`src/rtl/if_fetch.sv`:
```
// Instruction fetch stage: pulls one 32-bit instruction per PC as four little-endian
// byte reads and hands instruction plus PC to the IF/ID boundary.
module if_fetch #(
  parameter int ADDR_W = 32
) (
  input  logic              clk,
  input  logic              rst,
  input  logic [ADDR_W-1:0] pc_i,
  input  logic              ce_i,
  output logic              stall_req_o,
  output logic              mem_re_o,
  output logic [ADDR_W-1:0] mem_addr_o,
  input  logic [7:0]        mem_rdata_i,
  input  logic              mem_done_i,
  output logic [31:0]       inst_o,
  output logic [ADDR_W-1:0] inst_pc_o,
  output logic              inst_valid_o,
  input  logic              stall_i,
  input  logic              flush_i
);

  // state | meaning
  // IDLE  | waiting for a PC from the PC stage
  // FETCH | byte read k of 0..3 outstanding
  // OUT   | instruction presented, waiting for ID to accept
  // DRAIN | flushed while a byte read was in flight; waiting for it to finish
  typedef enum logic [1:0] {IDLE, FETCH, OUT, DRAIN} state_t;

  state_t            state, state_n;
  logic [1:0]        k, k_n;
  logic [ADDR_W-1:0] base, base_n;
  logic [ADDR_W-1:0] addr_n, inst_pc_n;
  logic [23:0]       asm_q, asm_n;
  logic [31:0]       inst_n;
  logic              re_n, valid_n;

  assign stall_req_o = (state != IDLE);

  always_ff @(posedge clk) begin
    if (rst) begin
      state        <= IDLE;
      k            <= '0;
      base         <= '0;
      asm_q        <= '0;
      mem_re_o     <= 1'b0;
      mem_addr_o   <= '0;
      inst_o       <= '0;
      inst_pc_o    <= '0;
      inst_valid_o <= 1'b0;
    end else begin
      state        <= state_n;
      k            <= k_n;
      base         <= base_n;
      asm_q        <= asm_n;
      mem_re_o     <= re_n;
      mem_addr_o   <= addr_n;
      inst_o       <= inst_n;
      inst_pc_o    <= inst_pc_n;
      inst_valid_o <= valid_n;
    end
  end

  always_comb begin
    state_n   = state;
    k_n       = k;
    base_n    = base;
    asm_n     = asm_q;
    re_n      = mem_re_o;
    addr_n    = mem_addr_o;
    inst_n    = inst_o;
    inst_pc_n = inst_pc_o;
    valid_n   = inst_valid_o;
    case (state)
      IDLE: begin
        if (ce_i && !flush_i) begin
          base_n  = pc_i;
          addr_n  = pc_i;
          re_n    = 1'b1;
          k_n     = 2'd0;
          state_n = FETCH;
        end
      end
      FETCH: begin
        // A flush wins over completion; an outstanding read must still be drained.
        if (flush_i) begin
          if (mem_done_i) begin
            re_n    = 1'b0;
            state_n = IDLE;
          end else begin
            state_n = DRAIN;
          end
        end else if (mem_done_i) begin
          if (k == 2'd3) begin
            re_n      = 1'b0;
            inst_n    = {mem_rdata_i, asm_q};
            inst_pc_n = base;
            valid_n   = 1'b1;
            state_n   = OUT;
          end else begin
            case (k)
              2'd0:    asm_n[7:0]   = mem_rdata_i;
              2'd1:    asm_n[15:8]  = mem_rdata_i;
              default: asm_n[23:16] = mem_rdata_i;
            endcase
            k_n    = k + 2'd1;
            addr_n = mem_addr_o + ADDR_W'(1);
          end
        end
      end
      OUT: begin
        if (flush_i || !stall_i) begin
          valid_n = 1'b0;
          state_n = IDLE;
        end
      end
      DRAIN: begin
        if (mem_done_i) begin
          re_n    = 1'b0;
          state_n = IDLE;
        end
      end
      default: state_n = IDLE;
    endcase
  end

endmodule

```
`config.mk`:
```
export PLATFORM = sky130hd
export DESIGN_NAME = if_fetch
export DESIGN_NICKNAME = d
export VERILOG_FILES = /design/src/rtl/if_fetch.sv
export SDC_FILE = /design/constraint.sdc
export NUM_CORES = 1
export LEC_CHECK = 0
export ABC_AREA = 0
export CAP_MARGIN = 25
export CORE_ASPECT_RATIO = 1.75
export CORE_MARGIN = 4
export CORE_UTILIZATION = 46
export DETAILED_ROUTE_END_ITERATION = 8
export GPL_ROUTABILITY_DRIVEN = 1
export PLACE_DENSITY = 0.77
export SYNTH_ARGS = -nofsm -noshare
export SYNTH_HDL_FRONTEND = slang
export SYNTH_SLANG_ARGS = --single-unit
export TNS_END_PERCENT = 10
```
`constraint.sdc`:
```
create_clock -name clk -period 1.8 [get_ports clk]
set_input_delay 0.18 -clock clk [delete_from_list [all_inputs] [get_ports clk]]
set_output_delay 0.18 -clock clk [all_outputs]
set_load 0.1 [all_outputs]
```
==> flow_summary.rst <==
.. list-table::
   :header-rows: 1

   * - Metric
     - Value
   * - Number of buffers and inverters on the critical path
     - 1
   * - Placed cells
     - around 1100
   * - Cell family contributing the most delay on the critical path
     - simple AND/OR/NAND/NOR gates
   * - CP max stage delay
     - roughly 380 ps
   * - Post-DRT Antenna Nets
     - 0
   * - Maximum Capacitance Violations
     - 0
   * - Fraction of power consumed by the clock network
     - around 40%
   * - Area of the core
     - 13900 um2
   * - Crit path setup slack, layout
     - -26.0 ps
   * - Asr flop ratio synth
     - 0%
   * - Parity-gate share of the synthesized area counting xor and xnor cells
     - 0%
   * - Area of the die
     - between 15000 and 20000 um2
   * - Nature of the critical path startpoint
     - flip-flop
   * - CTS Sinks
     - 158
   * - Syn. warnings
     - 0
   * - Non-filler cells in the finished layout
     - 1182
   * - Cts hold-fix bufs
     - 0
   * - Initial cell density of the core
     - a little under half
   * - IO buf count
     - around 140
   * - Clock latency on the worst-skew pair
     - 420 ps
   * - Deepest level of the CTS H-tree
     - 4
   * - Die height
     - approximately 170 um
   * - Maximum fanout count along the critical path
     - 21
   * - Simple-Gate Fraction of Synth Area
     - roughly a quarter
   * - DRT Wirelength
     - about 19000 um
   * - Initial DRT Pass Iterations
     - 5
   * - Total Negative Setup Slacks
     - -26.0 ps
   * - Total congestion overflow
     - 0
   * - Layout filler cell count
     - 1201
   * - Total leakage power
     - around 3.6 nW
   * - Critical path arrival
     - ~2200 ps
   * - HPWL after detailed placement
     - ~14000 um
   * - Number of enable-type register cells in the synthesized netlist
     - 0
   * - Type of the tightest min-delay check
     - in2reg
   * - Int Pwr
     - 5.77 mW
   * - Share of the core filled with cells
     - between 60% and 70%
   * - Synthesized area divided by synthesized cell count
     - between 7 and 8 um2
   * - Via count
     - around 6300
   * - Placer's final routability congestion estimate
     - 0.864
   * - Yosys top cell area share
     - approximately half
   * - Dominant cells by area after synthesis
     - dfxtp_1 48%, nand2_1 13%, a21oi_1 9.7%
   * - Wire length of the first global-routing pass
     - a little under 30000 um
   * - Endpoint required time on the critical path
     - around 2100 ps
   * - Worst IR Drop VDD
     - roughly 0.6 mV
   * - Final critical path time including I/O delays and setup
     - around 1800 ps
   * - Outcome
     - finished with violations
   * - Count of unique library cells instantiated by Yosys
     - 58
   * - Combinational share of power
     - between 10 and 15%
   * - Overall power
     - between 8 and 9 mW
   * - Reg area
     - about 3300 um2
   * - Count of inserted antenna diode cells
     - 0
   * - Main combinational cell family by area after synthesis
     - simple AND/OR/NAND/NOR gates
   * - Share of final-layout standard cells stronger than drive strength 1
     - 26.6%
   * - Vias in the first global route
     - roughly 5800
   * - Unrepaired setup endpoints after global routing
     - true
   * - CTS tree
     - built
   * - DR iter-0 viols
     - between 200 and 300
   * - Clock buffer depth
     - 2
   * - Post-route clock period utilization
     - 101%
   * - Kind of end point of the critical path
     - flip-flop
   * - Worst path cell trace
     - ha_4, nand3b_1, a211o_1, buf_12, or3_1, a31oi_1
   * - F_max
     - 548 MHz
   * - Power spent charging and discharging nets
     - between 2 and 2.5 mW
   * - Post-synthesis cell type with the largest combined area
     - dfxtp_1
   * - Number of synthesized register bits
     - approximately 160
   * - Share of synthesized area occupied by flip-flops and latches
     - about half
   * - Crit Path Class
     - reg2reg
   * - Final count of negative-setup-slack endpoints
     - 1
   * - Total power per unit cell area
     - about 900 nW/um2
   * - Share of total power in sequential cells
     - 45.2%
   * - Initial antenna violation count
     - 0
   * - Layout Area Growth over Synthesis
     - 40.3%
   * - Switching fraction of total power
     - 29.0%
   * - Number of I/O pins
     - 145
   * - Share of the synthesized area in compound gates (AO/OA/AOI/OAI)
     - a little under a fifth
   * - Number of remaining DRC errors
     - 0
   * - Gr usage total
     - 22.3%
   * - Synthesized netlist cell count
     - ~820
   * - Clock Pin Slew Worst Setup and Hold Paths
     - ~60 ps
   * - Adder-Cell Fraction of Synth Area
     - 0.959%
   * - Number of hold violations in the final report
     - 0
   * - Slowest library cell on the worst path
     - a211o_1
   * - Hold slack
     - between 200 and 250 ps
   * - Worst Tran Pin Value
     - ~520 ps
   * - Max-slew violations
     - 0
   * - Post-detailed-placement cell area
     - 8440 um2
   * - Cell area after synthesis
     - between 6000 and 7000 um2
   * - Worst Setup Slack post-DPL
     - -157 ps
   * - Area of all placed cells without fillers
     - 9160 um2
   * - Skew final
     - around 12 ps
   * - Worst slew margin relative to its limit
     - between 60% and 70%
   * - Failing checks
     - setup timing
   * - Site Rows
     - between 50 and 60
   * - Pin count of the biggest net entering global routing
     - 54
   * - Syn nets
     - about 870
   * - Leading cell type in the layout, fill and taps excluded
     - nand2_1
   * - Mux cell area share after synthesis
     - under 10%
   * - Die width
     - around 98 um
   * - Area of the multi-input gates
     - around 3200 um2
   * - Most frequently used flop master after synthesis
     - dfxtp_1
   * - Routed length per instance
     - 15.7 um
   * - Most frequent cells in the layout
     - 230 x nand2_1, 151 x buf_4, 125 x dfxtp_1
   * - Buffer cell driving the clock tree root
     - clkbuf_16
   * - Vias per cell
     - ~5.3
   * - Number of buffers inserted during clock tree synthesis
     - 17
   * - Final #Nets
     - between 1000 and 1500
==> synthesized netlist by cell type (2+ instances only) <==
cell type / number
nor2_1: 47
or3_1: 4
and3_1: 2
or2_2: 3
a21o_1: 2
nor3_1: 10
nand2_1: 232
or4b_1: 2
nand2_2: 2
a211oi_1: 4
nand3_1: 20
a22o_1: 5
a41oi_1: 2
nand2b_1: 4
ha_1: 5
nor4_4: 3
nor4_2: 2
nand3b_1: 2
o21a_1: 3
inv_1: 11
a21oi_1: 126
a31oi_1: 8
buf_2: 5
and4_1: 3
a311oi_1: 3
buf_1: 10
a22oi_1: 8
o31a_1: 2
nor2b_1: 3
nor4_1: 5
o221ai_1: 2
clkbuf_1: 41
o32ai_1: 4
mux2i_1: 19
nand4_2: 2
nor3b_1: 2
a2bb2oi_1: 2
o22ai_1: 3
nand4_1: 6
and2_1: 5
o21ai_0: 19
dfxtp_1: 158
==> area by class of cell <==
| class | count | area share [%] |
|---|---|---|
| sequential | 158 | 35.6 |
| multi-input combinational | 592 | 35.2 |
| timing repair buffer | 213 | 20.5 |
| clock buffer | 18 | 4.69 |
| tap | 177 | 2.42 |
| clock inverter | 13 | 1.15 |
| inverter | 11 | 0.451 |
==> registers in the layout (all words and copies together), names as in the netlist <==
register	flops
asm_q	24
base	32
inst_o	32
inst_pc_o	32
inst_valid_o	1
k	2
mem_addr_o	32
mem_re_o	1
state	2
==> path summary, 6_finish.rpt <==
check	slack, ps	to	from	depth (start not counted)
setup reg to reg	-30	mem_addr_o[0]	k[0]	6
hold reg to reg	450	inst_pc_o[20]	base[20]	2
hold / removal	220	base[21]	rst	2
setup / recovery	-30	mem_addr_o[0]	k[0]	6
==> layer usage <==
layer,vias to the layer above,part of all wire [%],global-route usage (%)
met2,185,53,40.8
met3,35,4.5,3.87
met1,2912,39,25.6
met5,-,0,0
met4,0,2.8,9.33
li1,3167,-,-
==> worst register-to-register path, cell delays in order (launching register included) <==
cell and delay, ps:
dfxtp_2 330, ha_4 160, nand3b_1 220, a211o_1 380
buf_12 190, or3_1 320, a31oi_1 160
==> what timing repair did <==
| item | CTS | global route |
|---|---|---|
| pin swaps | 8 | 10 |
| buffers inserted | 7 | 3 |
| gates resized for setup | 5 | 26 |
| endpoints found under the setup margin | 22 | 109 |
==> kinds of logic (layout without fill, tap and decap cells) <==
kind of cell / count (synthesis) / in the layout
fa+ha+maj: 5 / 5
buf+inv: 67 / 255
compound gates: 204 / 204
flops: 158 / 158
mux: 19 / 19
simple gates: 364 / 364
==> power by group through the flow <==
| stage | Sequential (mW) | Clock [mW] | Combinational [mW] |
|---|---|---|---|
| floorplan | 4.09 | 0 | 0.371 |
| global placement | 3.75 | 0 | 1.12 |
| detailed placement | 3.75 | 0 | 1.13 |
| CTS | 3.67 | 3.33 | 1.14 |
| global route | 3.69 | 3.48 | 1.24 |
| finish | 3.68 | 3.28 | 1.17 |
(Power assumes the default switching activity.)
